==> config.mk <==
export PLATFORM = sky130hd
export DESIGN_NAME = dense_weight_fetcher_flat
export DESIGN_NICKNAME = d
export VERILOG_FILES = /design/src/rtl/dense_weight_fetcher_if.sv /design/src/rtl/dense_weight_fetcher.sv /design/src/flat_wrapper.sv
export SDC_FILE = /design/constraint.sdc
export NUM_CORES = 1
export LEC_CHECK = 0
export CAP_MARGIN = 10
export CORE_MARGIN = 5
export CORE_UTILIZATION = 35
export DETAILED_ROUTE_END_ITERATION = 8
export PLACE_DENSITY = 0.58
export SKIP_CTS_REPAIR_TIMING = 1
export SLEW_MARGIN = 10
export SYNTH_ARGS = -nofsm -noshare
export SYNTH_HDL_FRONTEND = slang
export SYNTH_SLANG_ARGS = --single-unit
export TNS_END_PERCENT = 30
==> constraint.sdc <==
create_clock -name clk -period 9.45 [get_ports clk]
set_clock_uncertainty 0.15 [all_clocks]
set_input_delay 0.945 -clock clk [delete_from_list [all_inputs] [get_ports clk]]
set_output_delay 0.945 -clock clk [all_outputs]
set_load 0.05 [all_outputs]
==> src/rtl/dense_weight_fetcher_if.sv <==
// ROM read port and output stream of the dense weight fetcher.
// master: fetcher side; slave: ROM and MAC-datapath side.
interface dense_weight_fetcher_if #(
  parameter int unsigned DATA_WIDTH = 8,
  parameter int unsigned ADDR_WIDTH = 8
);
  logic                  rom_ena;
  logic [ADDR_WIDTH-1:0] rom_addr;
  logic [DATA_WIDTH-1:0] rom_q;
  logic                  m_valid;
  logic [DATA_WIDTH-1:0] m_data;
  logic                  m_last;
  logic                  m_ready;

  modport master (
    output rom_ena, rom_addr, m_valid, m_data, m_last,
    input  rom_q, m_ready
  );

  modport slave (
    input  rom_ena, rom_addr, m_valid, m_data, m_last,
    output rom_q, m_ready
  );
endinterface

==> src/rtl/dense_weight_fetcher.sv <==
// Streams len consecutive weight-ROM words from base_addr through a 2-entry buffer.
// Optional FETCH_CHECKSUM_EN adds a 16-bit running sum of accepted beats.
module dense_weight_fetcher #(
  parameter int unsigned DATA_WIDTH = 8,
  parameter int unsigned ADDR_WIDTH = 8
) (
  input  logic                  clk,
  input  logic                  rst,
  input  logic                  start,
  input  logic [ADDR_WIDTH-1:0] base_addr,
  input  logic [ADDR_WIDTH:0]   len,
  output logic                  busy,
  output logic                  done,
`ifdef FETCH_CHECKSUM_EN
  output logic [15:0]           checksum,
`endif
  dense_weight_fetcher_if.master bus
);
  localparam int unsigned CNT_W  = ADDR_WIDTH + 1;
  localparam int unsigned OCC_W  = 2;
  localparam int unsigned CRED_W = 3;

  typedef enum logic [1:0] {S_IDLE, S_RUN, S_FLUSH} state_t;

  state_t                       state_q, state_d;
  logic [ADDR_WIDTH-1:0]        base_q, base_d;
  logic [ADDR_WIDTH-1:0]        last_addr_q, last_addr_d;
  logic [ADDR_WIDTH-1:0]        addr_now;
  logic [CNT_W-1:0]             len_q, len_d;
  logic [CNT_W-1:0]             issued_q, issued_d;
  logic                         inflight_q, inflight_d;
  logic [OCC_W-1:0]             occ_q, occ_d;
  logic [1:0][DATA_WIDTH-1:0]   data_q, data_d;
  logic [1:0]                   last_q, last_d;
  logic                         busy_d, done_d;
  logic                         accept, pop, issue, push_last;
  logic [CRED_W-1:0]            credit;
`ifdef FETCH_CHECKSUM_EN
  logic [15:0]                  checksum_d;
`endif

  assign bus.m_valid  = (occ_q != '0);
  assign bus.m_data   = data_q[0];
  assign bus.m_last   = last_q[0];
  assign bus.rom_ena  = issue;
  assign bus.rom_addr = issue ? addr_now : last_addr_q;

  // Next-state, read issue and buffer bookkeeping
  always_comb begin
    state_d     = state_q;
    base_d      = base_q;
    len_d       = len_q;
    issued_d    = issued_q;
    last_addr_d = last_addr_q;
    occ_d       = occ_q;
    data_d      = data_q;
    last_d      = last_q;
    busy_d      = busy;
    done_d      = 1'b0;
    inflight_d  = 1'b0;
`ifdef FETCH_CHECKSUM_EN
    checksum_d  = checksum;
`endif

    accept    = start && !busy && (state_q == S_IDLE);
    pop       = (occ_q != '0) && bus.m_ready;
    // A new read lands one cycle after the word now on rom_q, so count it as taken
    credit    = CRED_W'(occ_q) + CRED_W'(inflight_q) - CRED_W'(pop);
    issue     = (state_q == S_RUN) && (issued_q < len_q) && (credit < CRED_W'(2));
    addr_now  = base_q + issued_q[ADDR_WIDTH-1:0];
    push_last = (issued_q == len_q);

    case (state_q)
      S_IDLE: begin
        if (accept) begin
          base_d   = base_addr;
          len_d    = len;
          issued_d = '0;
          busy_d   = 1'b1;
          state_d  = (len == '0) ? S_FLUSH : S_RUN;
`ifdef FETCH_CHECKSUM_EN
          checksum_d = '0;
`endif
        end
      end
      S_RUN: begin
        if (issue) begin
          issued_d    = issued_q + CNT_W'(1);
          last_addr_d = addr_now;
          inflight_d  = 1'b1;
        end
        if (pop && last_q[0]) begin
          state_d = S_IDLE;
          done_d  = 1'b1;
        end
      end
      S_FLUSH: begin
        state_d = S_IDLE;
        done_d  = 1'b1;
      end
      default: state_d = S_IDLE;
    endcase

    if (done) busy_d = 1'b0;

    // Head entry is index 0; the word on rom_q is pushed the cycle after its read
    case ({inflight_q, pop})
      2'b10: begin
        data_d[occ_q[0]] = bus.rom_q;
        last_d[occ_q[0]] = push_last;
        occ_d            = occ_q + OCC_W'(1);
      end
      2'b01: begin
        data_d[0] = data_q[1];
        last_d[0] = last_q[1];
        occ_d     = occ_q - OCC_W'(1);
      end
      2'b11: begin
        if (occ_q[1]) begin
          data_d[0] = data_q[1];
          last_d[0] = last_q[1];
          data_d[1] = bus.rom_q;
          last_d[1] = push_last;
        end else begin
          data_d[0] = bus.rom_q;
          last_d[0] = push_last;
        end
      end
      default: ;
    endcase

`ifdef FETCH_CHECKSUM_EN
    if (pop) checksum_d = checksum + 16'(data_q[0]);
`endif
  end

  // State register
  always_ff @(posedge clk or posedge rst) begin
    if (rst) begin
      state_q     <= S_IDLE;
      base_q      <= '0;
      len_q       <= '0;
      issued_q    <= '0;
      last_addr_q <= '0;
      inflight_q  <= 1'b0;
      occ_q       <= '0;
      data_q      <= '0;
      last_q      <= '0;
      busy        <= 1'b0;
      done        <= 1'b0;
`ifdef FETCH_CHECKSUM_EN
      checksum    <= '0;
`endif
    end else begin
      state_q     <= state_d;
      base_q      <= base_d;
      len_q       <= len_d;
      issued_q    <= issued_d;
      last_addr_q <= last_addr_d;
      inflight_q  <= inflight_d;
      occ_q       <= occ_d;
      data_q      <= data_d;
      last_q      <= last_d;
      busy        <= busy_d;
      done        <= done_d;
`ifdef FETCH_CHECKSUM_EN
      checksum    <= checksum_d;
`endif
    end
  end
endmodule

==> src/flat_wrapper.sv <==
// flat-port wrapper written by rule: the top's interface ports become plain ports
module dense_weight_fetcher_flat 
#(
  parameter int unsigned DATA_WIDTH = 8,
  parameter int unsigned ADDR_WIDTH = 8
)
  (clk, rst, start, base_addr, len, busy, done, bus_rom_ena, bus_rom_addr, bus_m_valid, bus_m_data, bus_m_last, bus_rom_q, bus_m_ready);
  dense_weight_fetcher_if #(.DATA_WIDTH(DATA_WIDTH), .ADDR_WIDTH(ADDR_WIDTH)) bus_i ();
  input  logic clk;
  input  logic rst;
  input  logic start;
  input  logic [ADDR_WIDTH-1:0] base_addr;
  input  logic [ADDR_WIDTH:0] len;
  output logic busy;
  output logic done;
  output wire logic [$bits(bus_i.rom_ena)-1:0] bus_rom_ena;
  output wire logic [$bits(bus_i.rom_addr)-1:0] bus_rom_addr;
  output wire logic [$bits(bus_i.m_valid)-1:0] bus_m_valid;
  output wire logic [$bits(bus_i.m_data)-1:0] bus_m_data;
  output wire logic [$bits(bus_i.m_last)-1:0] bus_m_last;
  input wire logic [$bits(bus_i.rom_q)-1:0] bus_rom_q;
  input wire logic [$bits(bus_i.m_ready)-1:0] bus_m_ready;
  assign bus_rom_ena = bus_i.rom_ena;
  assign bus_rom_addr = bus_i.rom_addr;
  assign bus_m_valid = bus_i.m_valid;
  assign bus_m_data = bus_i.m_data;
  assign bus_m_last = bus_i.m_last;
  assign bus_i.rom_q = bus_rom_q;
  assign bus_i.m_ready = bus_m_ready;
  dense_weight_fetcher #(.DATA_WIDTH(DATA_WIDTH), .ADDR_WIDTH(ADDR_WIDTH)) u_core (.clk(clk), .rst(rst), .start(start), .base_addr(base_addr), .len(len), .busy(busy), .done(done), .bus(bus_i));
endmodule
==> impl_metrics.py, run 1 <==
metrics = {
    "clocking": {
        "cts_max_level": 3,
        "clk_pin_slew_ps": 60,
        "clk_latency_ps": 340,
        "numCtsBuffers": 9,
        "tritoncts": "yes",
        "cts_sinks": 59,
        "root_buffer": "clkbuf_8",
        "clockBufferDepth": 2,
    },
    "detailed_routing": {
        "dr.pass1.iters": 4,
        "drt_iter0_drc": 107,
        "vias": 2444,
        "wl_um": 7140,
        "drc_errors": 0,
        "post_drt_wl_per_cell_um": 14.1,
        "ant_nets": 0,
        "viasPerCell": 4.83,
    },
    "timing": {
        "fin_crit_sh": 0.645,
        "fin_tns_setup_ps": 0,
        "relSlewSlack": 0.331,
        "rsz0062_at_grt": "false",
        "clock.fmax_mhz": 164,
        "worstMarginPinSlew_ps": 1000,
        "slew_violations": 0,
        "fin_crit_ps": 6090,
        "finalSetupViolCount": 0,
        "final-hold-violation-count": 0,
    },
    "synthesis": {
        "synth_flop_cell": "dfrtp_1",
        "synth_enable_flop_cells": 0,
        "synthArstFlopShare": 1.00,
        "synth_area_leaders": "dfrtp_1 43%, mux2_2 9.9%, ha_1 9.2%",
        "ys_seq_area_frac": 0.435,
        "ys_seq_elements": 59,
        "synthCells": 324,
        "synth_cell_types": 45,
        "syn-mean-instance-area_sq_um": 10.5,
        "yosysWarnings": 0,
        "synth_nets": 380,
        "synth_largest_area_cell": "dfrtp_1",
        "post_synth_instance_area_sq_um": 3400,
        "yosys.area.top_type_share": 0.435,
    },
    "power": {
        "irDropWorstVdd_mv": 0.0982,
        "p_leak_nw": 1.79,
        "powerDensity_nw_per_um2": 314,
    },
    "global_routing": {
        "gr-total-overflow": 0,
        "grt_max_degree": 60,
        "grt_usage": 0.133,
        "grt_pass1_vias": 2597,
        "grt_pass1_wl_um": 12300,
        "antenna_found_initial": 0,
    },
    "setup_path": {
        "cpMaxStageDelayCell": "clkdlybuf4s50_1",
        "cp_max_fo": 24,
        "cp-start-kind": "input pin",
        "slowest_delay_ps": 850,
        "worst_r2r_endpoint": "u_core.last_addr_q[0]",
        "rr_startpoint": "u_core.occ_q[0]",
        "crit_arrival_ps": 5000,
        "required_ps": 8360,
        "reg2reg_slack_ps": 5780,
        "crit_type": "in -> out",
        "worst_setup_path_end_kind": "output pin",
        "crit_chain": "clkdlybuf4s50_1 > o21a_1 > ha_1 > nand2b_1 > fa_1 > nand3b_1 > a211oi_1 > nand2b_1 > o31ai_1 > clkdlybuf4s50_1",
        "reg2regPathDepth": 8,
    },
    "final_layout": {
        "antenna_cells": 0,
        "final_area_sq_um": 4130,
        "nFillCells": 964,
        "layout.nets": 424,
        "area_growth_pct": 21.6,
        "layout-drive-gt1-share": 0.150,
    },
    "placement": {
        "port_buffers": 49,
        "gp_congestion": 0.772,
        "hpwl_um": 5270,
        "place_area_sq_um": 3940,
    },
    "die": {
        "die_h_um": 109,
        "ioPinCount": 50,
        "dieArea_sq_um": 11800,
        "coreArea_sq_um": 9640,
        "row_count": 36,
        "start_util": 0.352,
        "fp.dieW_um": 109,
    },
    "min_path": {
        "hold_path_class": "reg -> reg",
        "hold_depth": 1,
        "min_to": "u_core.busy",
        "worstHoldStart": "u_core.done",
    },
    "job": {
        "cap_viol_max_count": 0,
    },
    "status": {
        "status": "complete, no violations",
    },
}
==> where the power goes <==
part / switching, mW / internal [mW]
sequential: 0.0719 / 0.356
clock: 0.0966 / 0.129
combinational: 0.376 / 0.267
==> placed cells by master (no fill, tap or decap), types with 3 or more instances in the layout <==
| master | n |
|---|---|
| a21oi_1 | 19 |
| o31ai_1 | 6 |
| a211oi_1 | 3 |
| o22ai_1 | 6 |
| o21ai_0 | 15 |
| a22oi_1 | 9 |
| nor3_1 | 6 |
| mux2i_1 | 5 |
| nand2_1 | 21 |
| mux2_2 | 30 |
| inv_1 | 25 |
| clkbuf_8 | 10 |
| nand2b_1 | 8 |
| mux2_4 | 4 |
| dfrtp_1 | 59 |
| o21a_1 | 4 |
| or2_2 | 4 |
| ha_1 | 25 |
| clkdlybuf4s50_1 | 49 |
| nor2_1 | 22 |
| xor2_1 | 4 |
| nand3_1 | 5 |
| xnor2_1 | 3 |
| clkbuf_1 | 4 |
==> flip-flops by register name, indices dropped and copies added (netlist names) <==
| signal | flops |
|---|---|
| u_core.base_q | 8 |
| u_core.bus.m_data | 8 |
| u_core.busy | 1 |
| u_core.data_q | 8 |
| u_core.done | 1 |
| u_core.inflight_q | 1 |
| u_core.issued_q | 9 |
| u_core.last_addr_q | 8 |
| u_core.last_q | 2 |
| u_core.len_q | 9 |
| u_core.occ_q | 2 |
| u_core.state_q | 2 |
==> cells in the mapped netlist, types with 3 or more instances <==
master and count:
a211oi_1 3, a21oi_1 19, a22oi_1 9, buf_4 9
clkbuf_1 4, dfrtp_1 59, ha_1 25, inv_1 26
mux2_2 30, mux2_4 4, mux2i_1 5, nand2_1 21
nand2b_1 8, nand3_1 5, nor2_1 22, nor3_1 6
o21a_1 4, o21ai_0 15, o22ai_1 6, o31ai_1 6
or2_2 4, xnor2_1 3, xor2_1 4
==> per-layer routing <==
layer,GRT usage,vias to the layer above,part of all wire
met2,0.211,39,0.47
li1,-,1216,-
met3,0.0239,12,0.031
met5,0,-,0
met4,0.0667,0,0.024
met1,0.173,1177,0.48
==> area by class of cell <==
cell class	count	area, sq um	area share
Clock inverter	2	35.0	0.00848
Multi-Input combinational cell	221	1700	0.411
Clock buffer	14	153	0.0370
Inverter	26	97.6	0.0236
Timing Repair Buffer	51	505	0.122
Tap cell	133	166	0.0403
Sequential cell	59	1480	0.357
==> worst max-delay path, delay by kind of cell <==
| family | cells | cell delay, ps |
|---|---|---|
| buffers and inverters | 2 | 1310 |
| AOI/OAI and AO/OA | 3 | 1050 |
| adders and majority gates | 2 | 790 |
| and+or+nand+nor | 3 | 890 |
==> metrics by stage <==
stage	setup slack, ps	hold WS (ps)	cells	util	total power [mW]
after CTS	3320	285	506	0.428	1.31
after global placement	3380	271	490	0.409	1.07
after global routing	3070	297	506	0.428	1.40
after detailed placement	3360	277	490	0.409	1.08
after floorplan	4300	322	324	-	0.925
final	3360	281	506	0.428	1.30
==> how the worst max path moves through the flow <==
stage | from | endpoint | slack (ps) | cells past startpoint
finish | bus_m_ready | bus_rom_addr[6] | 3360 | 10
global route | bus_m_ready | bus_rom_addr[4] | 3070 | 10
CTS | bus_m_ready | bus_rom_addr[6] | 3320 | 10
detailed placement | bus_m_ready | bus_rom_addr[6] | 3360 | 10
global placement | bus_m_ready | bus_rom_addr[4] | 3380 | 10
floorplan | bus_m_ready | bus_rom_addr[4] | 4300 | 10
==> cells by family (layout without fill, tap and decap cells) <==
group	after synthesis	after routing	synth area share
adders and majority gates	27	27	0.104
and+or+nand+nor	76	76	0.108
DFF	59	59	0.435
xor gates and xnor gates	7	7	0.0180
buffers and inverters	44	93	0.0659
muxes	39	39	0.132
AOI/OAI and AO/OA	72	72	0.138
Note: power is estimated with default switching activity, not from simulation.
==> run 2: changes to the inputs <==
clock period = 6.3 ns   (was 9.45 ns; I/O delays follow)
==> run 2 against run 1 <==
Against the previous run:
- clock power up 62%
- global-route usage down 0.32 points
- die area unchanged
- first-iteration DRC count down 31%
- final cell count unchanged
- sequential power up 50%
- combinational power up 50%
- register-to-register slack worse by 2900 ps
- worst setup slack worse by 2300 ps
- critical path depth up 1
==> impl_metrics.py, run 2 (synthesized netlist as in run 1, its figures left out) <==
metrics = {
    "timing": {
        "fin_crit_ps": 5280,
        "relSlewSlack": 0.503,
        "finalSetupViolCount": 0,
        "whs_ps": 277,
        "rsz0062_at_grt": "false",
        "final-hold-violation-count": 0,
        "slew_violations": 0,
        "clock.fmax_mhz": 189,
        "worstMarginPinSlew_ps": 746,
        "fin_tns_setup_ps": 0,
        "fin_crit_sh": 0.838,
    },
    "die": {
        "coreArea_sq_um": 9640,
        "start_util": 0.352,
        "row_count": 36,
        "die_h_um": 109,
        "fp.dieW_um": 109,
        "ioPinCount": 50,
        "dieArea_sq_um": 11800,
    },
    "min_path": {
        "hold_path_class": "reg -> reg",
    },
    "final_layout": {
        "layout_common_cells": "59 x dfrtp_1, 49 x clkdlybuf4s50_1, 30 x mux2_2",
        "antenna_cells": 0,
        "layout.nets": 425,
        "top_regs": "u_core.issued_q: 9 flops, u_core.len_q: 9 flops",
        "final_core_util": 0.432,
        "layout-drive-gt1-share": 0.158,
        "area_growth_pct": 22.5,
        "layout_commonest_cell": "dfrtp_1",
    },
    "global_routing": {
        "grt_max_degree": 60,
        "grt_pass1_wl_um": 12000,
        "grt_pass1_vias": 2520,
        "antenna_found_initial": 0,
        "grt_usage": 0.130,
        "gr-total-overflow": 0,
    },
    "job": {
        "cap_viol_max_count": 0,
    },
    "detailed_routing": {
        "drc_errors": 0,
        "ant_nets": 0,
        "dr.pass1.iters": 6,
        "drt_iter0_drc": 74,
        "post_drt_wl_per_cell_um": 13.9,
        "viasPerCell": 4.83,
        "wl_um": 7050,
        "vias": 2446,
    },
    "clocking": {
        "clockBufferDepth": 2,
        "numCtsBuffers": 9,
        "cts_sinks": 59,
        "cts_max_level": 3,
        "clk_latency_ps": 330,
        "clk_pin_slew_ps": 60,
        "root_buffer": "clkbuf_8",
        "tritoncts": "yes",
    },
    "placement": {
        "gp_congestion": 0.773,
        "port_buffers": 49,
        "hpwl_um": 5310,
    },
    "power": {
        "p_leak_nw": 1.81,
        "powerDensity_nw_per_um2": 474,
        "irDropWorstVdd_mv": 0.123,
    },
    "setup_path": {
        "crit_chain": "clkdlybuf4s50_1 > o21a_1 > ha_1 > nand2b_1 > fa_1 > nand3b_1 > a211oi_1 > nand2b_1 > buf_4 > o31ai_1 > clkdlybuf4s50_1",
        "cp_max_fo": 16,
        "crit_arrival_ps": 4500,
        "cp_num_buf_inv": 3,
        "cpMaxStageDelayCell": "clkdlybuf4s50_1",
        "worst_setup_path_end_kind": "output pin",
        "slowest_delay_ps": 850,
        "required_ps": 5520,
        "crit_type": "in -> out",
        "cp_top_family": "buffers and inverters",
        "cp-start-kind": "input pin",
    },
    "status": {
        "status": "complete, no violations",
    },
}
run 2: per-stage QoR:
step	power (mW)	std cells	worst slack (ps)	cell area (sq um)
floorplan	1.39	324	1780	3400
global placement	1.60	491	1000	3950
detailed placement	1.62	491	1040	3950
CTS	2.00	506	1000	4160
global route	2.13	506	745	4160
finish	1.97	506	1020	4160
run 2: per-layer routing:
| layer | track usage | vias to the layer above | routed length, um |
|---|---|---|---|
| met5 | 0 | - | 0 |
| met4 | 0.0523 | 0 | 143 |
| met3 | 0.0293 | 9 | 206 |
| met2 | 0.209 | 39 | 3410 |
| met1 | 0.169 | 1186 | 3290 |
| li1 | - | 1212 | - |
run 2: path summary, 6_finish.rpt:
check	start	endpoint	slack (ps)	depth (start not counted)
worst min register to register	u_core.done	u_core.busy	280	1
max in group asynchronous	rst	u_core.base_q[3]	4830	3
worst max-delay path	bus_m_ready	bus_rom_addr[4]	1020	11
worst max register to register	u_core.occ_q[0]	u_core.last_addr_q[0]	2840	9
min in group asynchronous	rst	u_core.bus.m_data[5]	670	3
worst min-delay path	u_core.done	u_core.busy	280	1
run 2: layout make-up:
class                   count  area, sq um
fillers                   945         5480
multi-input cells         221         1700
flip-flops and latches     59         1480
repair buffers             52          513
clock buffers              14          183
well taps                 133          166
inverters                  26         97.6
clock inverters             1         30.0
run 2: power by group:
| part | switching, mW | internal (mW) |
|---|---|---|
| Clock | 0.143 | 0.224 |
| Sequential | 0.108 | 0.534 |
| Combinational | 0.561 | 0.402 |
run 2: worst reg2reg max path, stage by stage, from the launching register on:
cell	delay, ps
dfrtp_1	480
o21a_1	290
ha_1	350
nand2b_1	180
fa_1	500
nand3b_1	80
a211oi_1	430
nand2b_1	320
buf_4	290
mux2_2	290
==> run 3: changes to the inputs <==
clock period = 5.2 ns   (was 6.3 ns; I/O delays follow)
==> run 3 against run 2 <==
Against the previous run:
- register-to-register slack worse by 950 ps
- worst setup slack worse by 150 ps
- count of clock-buffer cells in the layout down 3
- critical endpoint unchanged
- largest cell class unchanged
- critical path depth unchanged
- sequential share of layout area down 0.26 points
- global-route usage up 0.16 points
- non-clock buffer count up 1
- highest routed layer unchanged
- first-iteration DRC count up 27%
- design area up 0.75%
- sequential power up 21%
==> impl_metrics.py, run 3 (synthesized netlist as in run 1, its figures left out) <==
metrics = {
    "status": {
        "status": "complete, no violations",
    },
    "min_path": {
        "min_to": "u_core.busy",
        "hold_depth": 1,
        "worstHoldStart": "u_core.done",
        "hold_path_class": "reg -> reg",
    },
    "clocking": {
        "cts_sinks": 59,
        "tritoncts": "yes",
        "cts_max_level": 3,
        "clk_pin_slew_ps": 60,
        "clockBufferDepth": 2,
        "root_buffer": "clkbuf_8",
        "clk_latency_ps": 340,
        "numCtsBuffers": 9,
    },
    "timing": {
        "setup_ws_ps": 868,
        "clock.fmax_mhz": 231,
        "final-hold-violation-count": 0,
        "fin_tns_setup_ps": 0,
        "fin_crit_ps": 4330,
        "finalSetupViolCount": 0,
        "relSlewSlack": 0.505,
        "fin_crit_sh": 0.833,
        "slew_violations": 0,
        "worstMarginPinSlew_ps": 743,
        "rsz0062_at_grt": "false",
    },
    "global_routing": {
        "grt_pass1_vias": 2502,
        "gr-total-overflow": 0,
        "grt_pass1_wl_um": 12000,
        "grt_max_degree": 60,
        "grt_usage": 0.131,
        "antenna_found_initial": 0,
    },
    "final_layout": {
        "layout_commonest_cell": "dfrtp_1",
        "layout-drive-gt1-share": 0.184,
        "antenna_cells": 0,
        "layout_common_cells": "59 x dfrtp_1, 40 x clkdlybuf4s50_1, 30 x mux2_2",
        "area_growth_pct": 23.5,
        "nFillCells": 941,
        "layout.nets": 426,
        "top_regs": "u_core.issued_q: 9 flops, u_core.len_q: 9 flops",
    },
    "power": {
        "p_sw_frac": 0.412,
        "switchingPower_mw": 1.00,
        "powerDensity_nw_per_um2": 581,
        "clockPowerShare": 0.185,
        "irDropWorstVdd_mv": 0.174,
        "seqPwrFrac": 0.319,
        "p_leak_nw": 1.83,
        "power.internal_mw": 1.43,
        "combinationalPowerShare": 0.496,
    },
    "detailed_routing": {
        "drt_iter0_drc": 94,
        "drc_errors": 0,
        "viasPerCell": 4.74,
        "post_drt_wl_per_cell_um": 13.8,
        "ant_nets": 0,
        "wl_um": 7010,
        "vias": 2408,
        "dr.pass1.iters": 4,
    },
    "setup_path": {
        "cp-start-kind": "input pin",
        "required_ps": 4530,
        "cpMaxStageDelayCell": "fa_1",
        "rr_startpoint": "u_core.occ_q[0]",
        "worst_setup_path_end_kind": "output pin",
        "crit_type": "in -> out",
        "crit_arrival_ps": 3660,
        "reg2regPathDepth": 9,
        "crit_top_cell": "nand2b_1",
        "reg2reg_slack_ps": 1890,
        "cp_max_fo": 16,
        "crit_chain": "clkdlybuf4s50_1 > o21a_1 > ha_1 > nand2b_1 > fa_1 > nand3b_1 > a211oi_1 > nand2b_1 > buf_4 > o31ai_1 > buf_12",
        "worst_r2r_endpoint": "u_core.issued_q[0]",
        "slowest_delay_ps": 490,
    },
    "placement": {
        "gp_congestion": 0.749,
        "pre_cts_slack_ps": 870,
        "hpwl_um": 5310,
        "port_buffers": 49,
    },
    "die": {
        "dieArea_sq_um": 11800,
        "fp.dieW_um": 109,
        "row_count": 36,
        "coreArea_sq_um": 9640,
        "die_h_um": 109,
        "start_util": 0.352,
        "ioPinCount": 50,
    },
    "job": {
        "cap_viol_max_count": 0,
    },
}
[run 3: cell types whose count changed in the layout (fill, tap and decap cells not counted)]
cell | before | now
clkinv_2 | 0 | 2
clkdlybuf4s50_1 | 49 | 40
buf_4 | 3 | 9
clkbuf_1 | 1 | 2
bufinv_16 | 1 | 2
buf_12 | 0 | 4
clkinvlp_4 | 0 | 1
clkbuf_8 | 13 | 9
[run 3: worst max-delay path: cells and delay by family]
kind	cells	cell delay, ps
adder cells (fa/ha/maj)	2	790
AND/OR/NAND/NOR	3	390
AO/OA/AOI/OAI	3	1060
buffers and inverters	3	880
[run 3: area by class of cell]
| class | count | area [sq um] | share of cell area |
|---|---|---|---|
| Sequential cell | 59 | 1480 | 0.352 |
| Inverter | 26 | 97.6 | 0.0233 |
| Timing Repair Buffer | 53 | 548 | 0.131 |
| Clock inverter | 5 | 77.6 | 0.0185 |
| Multi-Input combinational cell | 221 | 1700 | 0.405 |
| Tap cell | 133 | 166 | 0.0397 |
| Clock buffer | 11 | 131 | 0.0313 |
[run 3: routing by layer]
metal	vias to the layer above	GRT usage	part of all wire
li1	1218	-	-
met2	31	0.208	0.48
met4	0	0.0613	0.024
met5	-	0	0
met3	13	0.0281	0.029
met1	1146	0.171	0.47
[run 3: power groups by stage]
stage	registers (mW)	clock network, mW	logic (mW)
after CTS	0.780	0.462	1.22
final	0.777	0.451	1.21
after floorplan	0.751	0	0.931
after global routing	0.806	0.483	1.33
after global placement	0.781	0	1.20
after detailed placement	0.788	0	1.22
[run 3: stage by stage]
stage	power, mW	hold slack, ps	cells	util	area [sq um]
6_report	2.44	277	508	0.435	4190
5_1_grt	2.62	299	508	0.435	4190
4_1_cts	2.47	277	508	0.435	4190
3_5_place_dp	2.01	268	492	0.413	3990
3_3_place_gp	1.98	266	492	0.413	3990
2_1_floorplan	1.68	322	324	-	3400
[run 3: worst max path at each step]
stage	startpoint	end	slack (ps)
2_1_floorplan	u_core.occ_q[0]	bus_rom_addr[4]	790
3_3_place_gp	bus_m_ready	bus_rom_addr[4]	870
3_5_place_dp	bus_m_ready	bus_rom_addr[4]	870
4_1_cts	bus_m_ready	bus_rom_addr[4]	830
5_1_grt	bus_m_ready	bus_rom_addr[4]	610
6_report	bus_m_ready	bus_rom_addr[4]	870
